===== config.mk =====
export PLATFORM = sky130hd
export DESIGN_NAME = pipe_stall_ctrl
export DESIGN_NICKNAME = d
export VERILOG_FILES = /design/src/rtl/pipe_stall_ctrl_pkg.sv /design/src/rtl/pipe_stall_ctrl_sat_counter.sv /design/src/rtl/pipe_stall_ctrl.sv
export SDC_FILE = /design/constraint.sdc
export NUM_CORES = 1
export LEC_CHECK = 0
export ABC_AREA = 1
export BUFFER_PORTS_ARGS = -buffer_cell sky130_fd_sc_hd__clkbuf_2
export CAP_MARGIN = 10
export CORE_MARGIN = 10
export CORE_UTILIZATION = 57
export DETAILED_ROUTE_END_ITERATION = 12
export PLACE_DENSITY = 0.86
export SLEW_MARGIN = 20
export SYNTH_ARGS = -nofsm -noshare
export SYNTH_HDL_FRONTEND = slang
export SYNTH_SLANG_ARGS = --single-unit
export TNS_END_PERCENT = 50

===== constraint.sdc =====
create_clock -name clk -period 1.9 [get_ports clk]
set_input_delay 0.475 -clock clk [delete_from_list [all_inputs] [get_ports clk]]
set_output_delay 0.475 -clock clk [all_outputs]
set_load 0.05 [all_outputs]

===== src/rtl/pipe_stall_ctrl_pkg.sv =====
// rtl/pipe_stall_ctrl_pkg.sv - shared types and constants for the pipeline stall controller
// Purpose: FSM state enum, per-cycle action encoding in redirect-priority order,
//          pipeline control bundle and the action-to-control mapping.
// Ports:   none (package)
package pipe_stall_ctrl_pkg;

    localparam int DEFAULT_CNT_W = 32;

    typedef enum logic {
        ST_RUN  = 1'b0,
        ST_HALT = 1'b1
    } state_e;

    // Enumerated in priority order: the first matching RUN action wins.
    // ACT_HALTED is the action taken for every cycle spent in HALT.
    typedef enum logic [2:0] {
        ACT_BRANCH = 3'd0,
        ACT_HALT   = 3'd1,
        ACT_JUMP   = 3'd2,
        ACT_STALL  = 3'd3,
        ACT_NONE   = 3'd4,
        ACT_HALTED = 3'd5
    } action_e;

    typedef struct packed {
        logic pc_en;
        logic ifid_en;
        logic ifid_flush;
        logic idex_flush;
    } ctrl_t;

    // Controls held while rst is asserted: freeze PC and IF/ID, nop both stages.
    localparam ctrl_t CTRL_RESET = '{pc_en: 1'b0, ifid_en: 1'b0, ifid_flush: 1'b1, idex_flush: 1'b1};

    function automatic ctrl_t ctrl_for(action_e act);
        ctrl_t c;
        c = '{pc_en: 1'b1, ifid_en: 1'b1, ifid_flush: 1'b0, idex_flush: 1'b0};
        case (act)
            ACT_BRANCH: c = '{pc_en: 1'b1, ifid_en: 1'b1, ifid_flush: 1'b1, idex_flush: 1'b1};
            ACT_JUMP:   c = '{pc_en: 1'b1, ifid_en: 1'b1, ifid_flush: 1'b1, idex_flush: 1'b0};
            ACT_HALT,
            ACT_STALL,
            ACT_HALTED: c = '{pc_en: 1'b0, ifid_en: 1'b0, ifid_flush: 1'b0, idex_flush: 1'b1};
            default:    c = '{pc_en: 1'b1, ifid_en: 1'b1, ifid_flush: 1'b0, idex_flush: 1'b0};
        endcase
        return c;
    endfunction

endpackage


===== src/rtl/pipe_stall_ctrl_sat_counter.sv =====
// rtl/pipe_stall_ctrl_sat_counter.sv - saturating up-counter with synchronous clear
// Purpose: counts cycles where inc is high, sticks at all-ones, clr (or rst) forces 0.
// Ports:   clk   in  clock
//          rst   in  synchronous active-high reset
//          inc   in  increment request this cycle
//          clr   in  synchronous clear, wins over inc
//          q     out current count [CNT_W-1:0]
module sat_counter
    import pipe_stall_ctrl_pkg::*;
#(
    parameter int CNT_W = DEFAULT_CNT_W
) (
    input  logic             clk,
    input  logic             rst,
    input  logic             inc,
    input  logic             clr,
    output logic [CNT_W-1:0] q
);

    logic [CNT_W-1:0] cnt_q;
    logic [CNT_W-1:0] cnt_d;

    always_comb begin
        cnt_d = cnt_q;
        if (clr) begin
            cnt_d = '0;
        end else if (inc && (cnt_q != '1)) begin
            cnt_d = cnt_q + CNT_W'(1);
        end
    end

    always_ff @(posedge clk) begin
        if (rst) begin
            cnt_q <= '0;
        end else begin
            cnt_q <= cnt_d;
        end
    end

    assign q = cnt_q;

endmodule


===== src/rtl/pipe_stall_ctrl.sv =====
// rtl/pipe_stall_ctrl.sv - pipeline stall/flush controller with HALT/RUN machine and statistics
// Purpose: turns stall request, EX branch redirect, ID jump and halt into PC/IF/ID/ID-EX
//          controls (combinational, zero latency), runs the HALT/RUN FSM, keeps saturating
//          hazard statistics and flags a stall held longer than MAX_STALL cycles.
// Ports:   clk, rst (sync active-high)
//          stall_req, branch_taken, jump, halt, go, fwd_hit, clr_cnt   in
//          pc_en, ifid_en, ifid_flush, idex_flush                      out controls
//          halted, stall_timeout                                       out status
//          cycle_cnt, stall_cnt, flush_cnt, fwd_cnt [CNT_W-1:0]        out statistics
module pipe_stall_ctrl
    import pipe_stall_ctrl_pkg::*;
#(
    parameter int CNT_W     = DEFAULT_CNT_W,
    parameter int MAX_STALL = 3
) (
    input  logic             clk,
    input  logic             rst,
    input  logic             stall_req,
    input  logic             branch_taken,
    input  logic             jump,
    input  logic             halt,
    input  logic             go,
    input  logic             fwd_hit,
    input  logic             clr_cnt,
    output logic             pc_en,
    output logic             ifid_en,
    output logic             ifid_flush,
    output logic             idex_flush,
    output logic             halted,
    output logic             stall_timeout,
    output logic [CNT_W-1:0] cycle_cnt,
    output logic [CNT_W-1:0] stall_cnt,
    output logic [CNT_W-1:0] flush_cnt,
    output logic [CNT_W-1:0] fwd_cnt
);

    // Run-length only needs to reach MAX_STALL+1 to know the limit was passed.
    localparam int              RL_W   = $clog2(MAX_STALL + 2);
    localparam logic [RL_W-1:0] RL_MAX = RL_W'(MAX_STALL);
    localparam logic [RL_W-1:0] RL_SAT = RL_W'(MAX_STALL + 1);

    state_e          state_q, state_d;
    logic [RL_W-1:0] run_len_q, run_len_d;
    logic            timeout_q, timeout_d;
    action_e         act;
    ctrl_t           ctrl;

    logic stall_applied;
    logic redirect_applied;
    logic fwd_counted;
    logic in_run;

    // Priority encoder: an EX branch squashes everything younger in ID.
    always_comb begin
        act = ACT_NONE;
        if (state_q == ST_HALT) begin
            act = ACT_HALTED;
        end else if (branch_taken) begin
            act = ACT_BRANCH;
        end else if (halt) begin
            act = ACT_HALT;
        end else if (jump) begin
            act = ACT_JUMP;
        end else if (stall_req) begin
            act = ACT_STALL;
        end
    end

    always_comb begin
        ctrl = ctrl_for(act);
        if (rst) begin
            ctrl = CTRL_RESET;
        end
    end

    assign pc_en      = ctrl.pc_en;
    assign ifid_en    = ctrl.ifid_en;
    assign ifid_flush = ctrl.ifid_flush;
    assign idex_flush = ctrl.idex_flush;
    assign halted     = (state_q == ST_HALT) && !rst;

    always_comb begin
        state_d = state_q;
        case (state_q)
            ST_RUN:  if (act == ACT_HALT) state_d = ST_HALT;
            ST_HALT: if (go)              state_d = ST_RUN;
            default: state_d = ST_RUN;
        endcase
    end

    assign in_run           = (state_q == ST_RUN);
    assign stall_applied    = (act == ACT_STALL);
    assign redirect_applied = (act == ACT_BRANCH) || (act == ACT_JUMP);
    assign fwd_counted      = fwd_hit && in_run && !branch_taken && !stall_applied;

    // Timeout fires on the stall cycle that would push the run past MAX_STALL;
    // clr_cnt drops the flag but does not restart the ongoing run.
    always_comb begin
        run_len_d = '0;
        if (stall_applied) begin
            run_len_d = (run_len_q == RL_SAT) ? run_len_q : run_len_q + RL_W'(1);
        end
        timeout_d = timeout_q | (stall_applied && (run_len_q >= RL_MAX));
        if (clr_cnt) begin
            timeout_d = 1'b0;
        end
    end

    always_ff @(posedge clk) begin
        if (rst) begin
            state_q   <= ST_RUN;
            run_len_q <= '0;
            timeout_q <= 1'b0;
        end else begin
            state_q   <= state_d;
            run_len_q <= run_len_d;
            timeout_q <= timeout_d;
        end
    end

    assign stall_timeout = timeout_q;

    sat_counter #(.CNT_W(CNT_W)) u_cycle_cnt (
        .clk (clk), .rst (rst), .inc (in_run),           .clr (clr_cnt), .q (cycle_cnt)
    );
    sat_counter #(.CNT_W(CNT_W)) u_stall_cnt (
        .clk (clk), .rst (rst), .inc (stall_applied),    .clr (clr_cnt), .q (stall_cnt)
    );
    sat_counter #(.CNT_W(CNT_W)) u_flush_cnt (
        .clk (clk), .rst (rst), .inc (redirect_applied), .clr (clr_cnt), .q (flush_cnt)
    );
    sat_counter #(.CNT_W(CNT_W)) u_fwd_cnt (
        .clk (clk), .rst (rst), .inc (fwd_counted),      .clr (clr_cnt), .q (fwd_cnt)
    );

endmodule


==> results.yml, run 1 <==
worst_hold_path:
  min_path_cells: 2
  hold_path_class: "in2reg"
worst_setup_path:
  path_delay_family: "flip-flops"
  cp-start-kind: "flop"
  worstPathMaxFanout: 4
  critPathBufInv: 2
  required_ps: 1420
  crit_cells: 4
  crit_arrival_ps: 1390
  slowest_stage: "dfxtp_2"
  worst_path_largest_cell_delay_ps: 360
  worstSetupEndpointType: "primary output"
  path_class: "reg2out"
  cp_cell_sequence: "inv_2, o21ai_0, nor2_2, clkbuf_8"
  worstRegToRegCells: 8
die:
  die_area_um2: 20110
  row_count: 44
  ios: 143
  die_h_um: 141.8
  die_w_um: 141.8
  core_um2: 14530
  initial_core_util: 0.5820
cells_and_area:
  fin_util: 0.7325
  multi_input_area_um2: 5145
  drive_gt1_frac: 0.2034
  diodes: 0
  nFillCells: 1254
  syn2layout_area_growth_pct: 25.87
  regArea_um2: 2699
  finalNonFillerCells: 1836
  fin_area_um2: 10650
  finalNetCount: 1655
logic_synthesis:
  synth_top_family_by_area: "simple AND/OR/NAND/NOR gates"
  synth_ff_type: "dfxtp_1"
  yosys.area.top_type: "dfxtp_1"
  synth_edf_count: 0
  synth_area_um2: 8458
  synthAdderAreaFrac: 0.01036
  synth-compound-area-share: 0.07825
  ys_top_cells_by_area: "dfxtp_1 31%, nand2_1 25%, nor2_1 12%"
  synth_top_area_frac: 0.3148
  synth-async-reset-ratio: 0
  synthMuxAreaShare: 0
  synth_common_cells: "562 x nand2_1, 268 x nor2_1, 133 x dfxtp_1"
  ys_seq_area_frac: 0.3148
  synth_xor_area_frac: 0.05488
  synth-seq-cells: 133
  yosysWarnings: 0
  syn_area_per_cell_um2: 5.915
  synthesis.instances: 1430
  yosys.cell_count.top_type: "nand2_1"
  ys_types: 32
  synth_simple_gate_area_frac: 0.4604
  syn-num-nets: 1446
detailed_routing:
  wirelength_mm: 25.30
  drt_iter0_markers: 993
  first_pass_iters: 6
  via_per_inst: 5.242
  drc: 0
  vias: 9625
  wl_per_cell_um: 13.78
  ant_nets: 0
clocking:
  insertion_delay_ps: 430
  root_buffer: "clkbuf_16"
  cts_tree: "done"
  clk_pin_slew_ps: 60
  cts_sinks: 133
  cts_htree_levels: 4
  cts_buffers: 17
  clk_path_buf_depth: 2
timing:
  max_clock_freq_mhz: 536.0
  fin_crit_ps: 1866
  finalSetupViolCount: 0
  finalMaxSlewViolations: 0
  hold_viol_final: 0
  max_slew_margin: 0.7623
  rsz0062_at_grt: "true"
  worstMarginPinSlew_ps: 355.2
  finalCritPeriodShare: 0.9820
  fin_worst_skew_ps: 17.64
global_route:
  grt_antenna_before_repair: 0
  grt_overflow_total: 0
  grt_pass1_wl_mm: 41.46
  grt_max_degree: 58
  grt_use_total: 0.2449
  grt_pass1_vias: 8786
power:
  power_mw: 6.957
  power_density_nw_per_um2: 653.4
  peakVddDrop_uv: 679.5
  p_leak_nw: 4.167
place:
  portBuffers: 142
  place_area_um2: 9892
  gp_congestion: 0.9270
  dp.cells: 1800
  hpwlAfterDp_mm: 18.64
status:
  status: "complete, no violations"
flow_run:
  maxCapViolations: 0
## where the power goes
group / total, mW / leakage (nW) / internal (mW) / switching [mW]
combinational: 0.372 / 2.75 / 0.113 / 0.259
sequential: 2.81 / 1.09 / 2.80 / 0.0114
clock: 3.77 / 0.326 / 2.50 / 1.27
## metal layers
layer | up-vias | global-route usage | share of wire
met4 | 0 | 0.07907 | 0.018
met5 | - | 0 | 0
met3 | 48 | 0.05975 | 0.088
met1 | 4298 | 0.3080 | 0.43
met2 | 415 | 0.4017 | 0.46
li1 | 4864 | - | -
## flip-flops by register name, summed over array words and instances (netlist names)
register	flops
u_cycle_cnt.q	32
u_flush_cnt.q	32
u_fwd_cnt.q	32
u_stall_cnt.q	32
run_len_q	3
stall_timeout	1
state_q	1
## cell type report
type	instances	share of cell area
Sequential cell	133	0.2535
Clock buffer	24	0.04713
Inverter	123	0.04419
Clock inverter	8	0.01575
Multi-Input combinational cell	1139	0.4833
Tap cell	184	0.02162
Timing Repair Buffer	225	0.1346
## timing repair
item | 4_1_cts | 5_1_grt
endpoints found under the setup margin | 3 | 81
endpoints found under the hold margin | 0 | 0
pin swaps | 1 | 4
cloned | 0 | 0
hold buffers | 0 | 0
buffers inserted | 3 | 1
gates resized for setup | 7 | 13
## worst paths after layout
path / to / startpoint / slack (ps)
setup / recovery: pc_en / state_q / 30
hold / removal: state_q / go / 210
setup reg to reg: u_cycle_cnt.q[31] / u_cycle_cnt.q[2] / 130
hold reg to reg: stall_timeout / stall_timeout / 490
## logic make-up (layout without fill, tap and decap cells)
kind of cell	count (synthesis)	in the layout
compound gates	123	123
flops	133	133
simple gates	956	956
fa+ha+maj	7	7
buf+inv	158	380
xor+xnor	53	53
## stage by stage
stage / hold WS [ps] / TNS, ps / setup WS, ps
after floorplan: 457.5 / -64.22 / -64.22
after global placement: 471.0 / -79.90 / -39.98
final: 208.7 / 0 / 34.26
after global routing: 219.6 / -23.44 / -19.03
after CTS: 209.1 / 0 / 1.461
after detailed placement: 473.1 / -110.4 / -56.05
## placed cells by master, fill, tap and decap left out, types with 2 or more instances in the layout
master / n
ha_1: 6
nand2_4: 4
clkbuf_8: 7
nand2_8: 2
clkinv_2: 3
clkbuf_1: 2
xor2_1: 31
nand4_1: 18
nand2_1: 561
buf_12: 6
a21oi_1: 90
clkbuf_2: 137
nor3_1: 11
inv_1: 117
inv_4: 3
nand2_2: 10
dfxtp_1: 106
buf_4: 77
o21ai_0: 19
buf_2: 2
nor2_1: 264
nor2_4: 11
a21oi_2: 12
clkbuf_16: 17
nand3_1: 65
bufinv_16: 5
nor2_2: 6
dfxtp_2: 26
or2_2: 3
xnor2_1: 22
(Power assumes the default switching activity.)
==> run 2: changes to the inputs <==
Settings changed: CAP_MARGIN 10 to default, PLACE_DENSITY 0.86 to 0.81, RECOVER_POWER from default to 50.
==> results.yml, run 2 (synthesis gave the netlist of run 1 again) <==
cells_and_area:
  drive_gt1_frac: 0.1987
  syn2layout_area_growth_pct: 24.90
  final_common_cell: "nand2_1"
  final_cell_mix: "560 x nand2_1, 262 x nor2_1, 128 x clkbuf_2"
  finalNetCount: 1649
  finalNonFillerCells: 1831
status:
  status: "complete, no violations"
die:
  core_um2: 14530
  die_area_um2: 20110
  row_count: 44
  die_h_um: 141.8
  die_w_um: 141.8
  initial_core_util: 0.5820
  ios: 143
global_route:
  grt_use_total: 0.2417
  grt_pass1_wl_mm: 40.95
  grt_overflow_total: 0
  grt_max_degree: 47
  grt_antenna_before_repair: 2
  grt_pass1_vias: 8770
worst_setup_path:
  path_class: "reg2out"
  cp-start-kind: "flop"
  required_ps: 1420
  worstRegToRegCells: 10
  worstPathMaxFanout: 9
  worstSetupEndpointType: "primary output"
  crit_arrival_ps: 1330
place:
  portBuffers: 142
  hpwlAfterDp_mm: 18.47
  gp_congestion: 0.9316
  dp.cells: 1796
timing:
  worstMarginPinSlew_ps: 621.4
  finalCritPeriodShare: 0.9507
  max_clock_freq_mhz: 553.6
  fin_worst_skew_ps: 12.63
  rsz0062_at_grt: "true"
  fin_crit_ps: 1806
  finalSetupViolCount: 0
  finalMaxSlewViolations: 0
  finalSetupTns_ps: 0
  max_slew_margin: 0.5875
  hold_viol_final: 0
detailed_routing:
  wl_met1_mm: 10.84
  dr_wl_met2_mm: 11.70
  wl_per_cell_um: 13.54
  wirelength_mm: 24.79
  first_pass_iters: 5
  wl_met3_mm: 1.822
  dr.max_layer_used: "met5"
  vias: 9504
  via_per_inst: 5.191
  ant_nets: 0
  drc: 0
  drt_iter0_markers: 852
clocking:
  clk_path_buf_depth: 2
  cts_sinks: 133
  insertion_delay_ps: 440
  clk_pin_slew_ps: 50
  cts_buffers: 17
  cts_tree: "done"
  cts_htree_levels: 4
  ctsHoldBuffers: 0
  root_buffer: "clkbuf_16"
worst_hold_path:
  hold_path_class: "in2reg"
  min_path_cells: 2
power:
  p_leak_nw: 4.077
  power_mw: 6.615
  power_density_nw_per_um2: 626.2
  peakVddDrop_uv: 735.1
flow_run:
  maxCapViolations: 0
[run 2: routing by layer]
metal	track usage	vias up
li1	-	4842
met1	0.2981	4269
met2	0.3985	345
met3	0.06108	46
met4	0.08553	2
met5	0	-
[run 2: critical path, stage by stage (launching register included)]
cell and delay (ps):
dfxtp_2 370, inv_2 60, buf_4 170, nor2_1 90
buf_4 200
[run 2: worst paths after layout]
check / startpoint / end / slack [ps]
hold reg to reg: run_len_q[2] / run_len_q[1] / 480
setup reg to reg: u_fwd_cnt.q[1] / u_fwd_cnt.q[23] / 140
setup / recovery: state_q / halted / 90
hold / removal: go / state_q / 250
[run 2: timing repair]
action / 4_1_cts / 5_1_grt
resized for setup: 3 / 30
pin swaps: 0 / 5
cloned: 0 / 0
buffers inserted: 0 / 3
setup endpoints to repair: 3 / 65
[run 2: power breakdown]
group | switching [mW] | internal, mW
Sequential | 0.0124 | 2.80
Combinational | 0.256 | 0.107
Clock | 1.31 | 2.13
Total | 1.58 | 5.04
[run 2: area by class of cell]
type                    count  area, um2
repair buffers            219       1384
clock inverters            11      151.4
well taps                 184      230.2
fillers                  1280       3970
multi-input cells        1139       5169
flip-flops and latches    133       2699
clock buffers              21      460.4
inverters                 123      467.9
diodes                      1      2.502
[run 2: per-stage QoR]
step | hold slack [ps] | setup slack [ps] | utilization | area, um2
3_3_place_gp | 472.1 | -67.43 | 0.6779 | 9852
2_1_floorplan | 457.5 | -64.22 | - | 8496
6_report | 254.7 | 93.74 | 0.7268 | 10560
3_5_place_dp | 478.2 | -67.28 | 0.6779 | 9852
5_1_grt | 261.8 | -18.28 | 0.7267 | 10560
4_1_cts | 249.7 | -25.64 | 0.7205 | 10470
==> run 3: changes to the inputs <==
Settings changed: CORE_UTILIZATION 57 to 42, PLACE_DENSITY 0.81 to 0.63.
==> results.yml, run 3 (synthesis gave the netlist of run 1 again) <==
power:
  power_mw: 6.734
  p_leak_nw: 3.905
  peakVddDrop_uv: 612.0
  power_density_nw_per_um2: 641.2
detailed_routing:
  ant_nets: 0
  dr_wl_met2_mm: 11.54
  dr.max_layer_used: "met4"
  wl_per_cell_um: 13.27
  first_pass_iters: 5
  wl_met1_mm: 12.07
  drt_iter0_markers: 457
  wirelength_mm: 25.37
  via_per_inst: 4.797
  vias: 9171
  wl_met3_mm: 1.418
  drc: 0
worst_setup_path:
  r2r_end: "u_flush_cnt.q[21]"
  crit_arrival_ps: 1370
  cp-start-kind: "flop"
  worstRegToRegCells: 11
  slowest_stage: "dfxtp_1"
  required_ps: 1420
  path_class: "reg2out"
  worst_path_largest_cell_delay_ps: 340
  worstPathMaxFanout: 5
  crit-reg2reg-launch: "u_flush_cnt.q[0]"
  worstSetupEndpointType: "primary output"
  r2r_setup_slack_ps: 150
  cp_cell_sequence: "clkbuf_1, clkbuf_2"
global_route:
  grt_antenna_before_repair: 0
  grt_use_total: 0.1928
  grt_max_degree: 47
  grt_pass1_wl_mm: 42.19
  grt_overflow_total: 0
  grt_pass1_vias: 8564
worst_hold_path:
  hold_end: "state_q"
  hold_path_class: "in2reg"
  hold_start: "go"
  min_path_cells: 2
cells_and_area:
  finalNetCount: 1650
  final_cell_mix: "562 x nand2_1, 262 x nor2_1, 126 x clkbuf_2"
  multi_input_area_um2: 5145
  fin_util: 0.5344
  drive_gt1_frac: 0.1682
  diodes: 0
  final_common_cell: "nand2_1"
  fin_area_um2: 10500
  nFillCells: 2136
  syn2layout_area_growth_pct: 24.17
  regArea_um2: 2694
timing:
  worstMarginPinSlew_ps: 621.2
  max_slew_margin: 0.5876
  fin_worst_skew_ps: 12.45
  hold_viol_final: 0
  finalMaxSlewViolations: 0
  finalCritPeriodShare: 0.9702
  fin_hold_ws_ps: 244.9
  max_clock_freq_mhz: 542.5
  rsz0062_at_grt: "true"
  finalSetupViolCount: 0
  finalSetupTns_ps: 0
  fin_crit_ps: 1843
place:
  hpwlAfterDp_mm: 19.20
  portBuffers: 142
  place_area_um2: 9988
  gp_congestion: 0.8901
clocking:
  cts_buffers: 17
  ctsHoldBuffers: 0
  clk_path_buf_depth: 2
  root_buffer: "clkbuf_16"
  cts_tree: "done"
  clk_pin_slew_ps: 60
  insertion_delay_ps: 430
  cts_sinks: 133
  cts_htree_levels: 4
die:
  ios: 143
  core_um2: 19650
  row_count: 51
  initial_core_util: 0.4304
  die_area_um2: 26210
  die_w_um: 161.9
  die_h_um: 161.9
flow_run:
  maxCapViolations: 0
status:
  status: "complete, no violations"
[run 3: worst max path at each step]
stage                          start               end  cells past startpoint
floorplan                  stall_req             pc_en                      6
global placement           stall_req             pc_en                      8
detailed placement         stall_req           ifid_en                      8
CTS                        stall_req           ifid_en                      8
global route        u_cycle_cnt.q[0]  u_cycle_cnt.q[4]                     10
finish               u_fwd_cnt.q[16]       fwd_cnt[16]                      2
[run 3: cell type report]
cell class | instances | share of cell area
Clock buffer | 22 | 0.04610
Multi-Input combinational cell | 1139 | 0.4899
Timing Repair Buffer | 220 | 0.1178
Inverter | 123 | 0.04456
Tap cell | 265 | 0.03157
Sequential cell | 133 | 0.2565
Clock inverter | 10 | 0.01358
[run 3: power breakdown]
group          switching [mW]  leakage, nW  internal [mW]  total (mW)
combinational           0.257         2.52          0.109       0.366
sequential             0.0124         1.08           2.80        2.81
clock                    1.34        0.304           2.22        3.56
[run 3: per-stage QoR]
stage | setup WS, ps | cells
after floorplan | -64.22 | 1430
after global placement | -5.983 | 1878
after detailed placement | -28.65 | 1878
after CTS | 7.315 | 1911
after global routing | -29.84 | 1912
final | 56.53 | 1912
[run 3: timing repair]
item                                    4_1_cts  5_1_grt
endpoints found under the setup margin        2       63
resized for setup                             4       14
pin swaps                                     1        4
buffers inserted                              1        1
[run 3: critical path: cells and delay by family (launching register included)]
family                 cells  cell delay, ps
buffers and inverters      2             610
DFF                        1             340
[run 3: layer usage]
metal  GRT usage  vias to the layer above
met5           0                        -
met4     0.05831                        0
met3     0.04373                       25
met2      0.3162                      198
met1      0.2464                     4098
li1            -                     4850
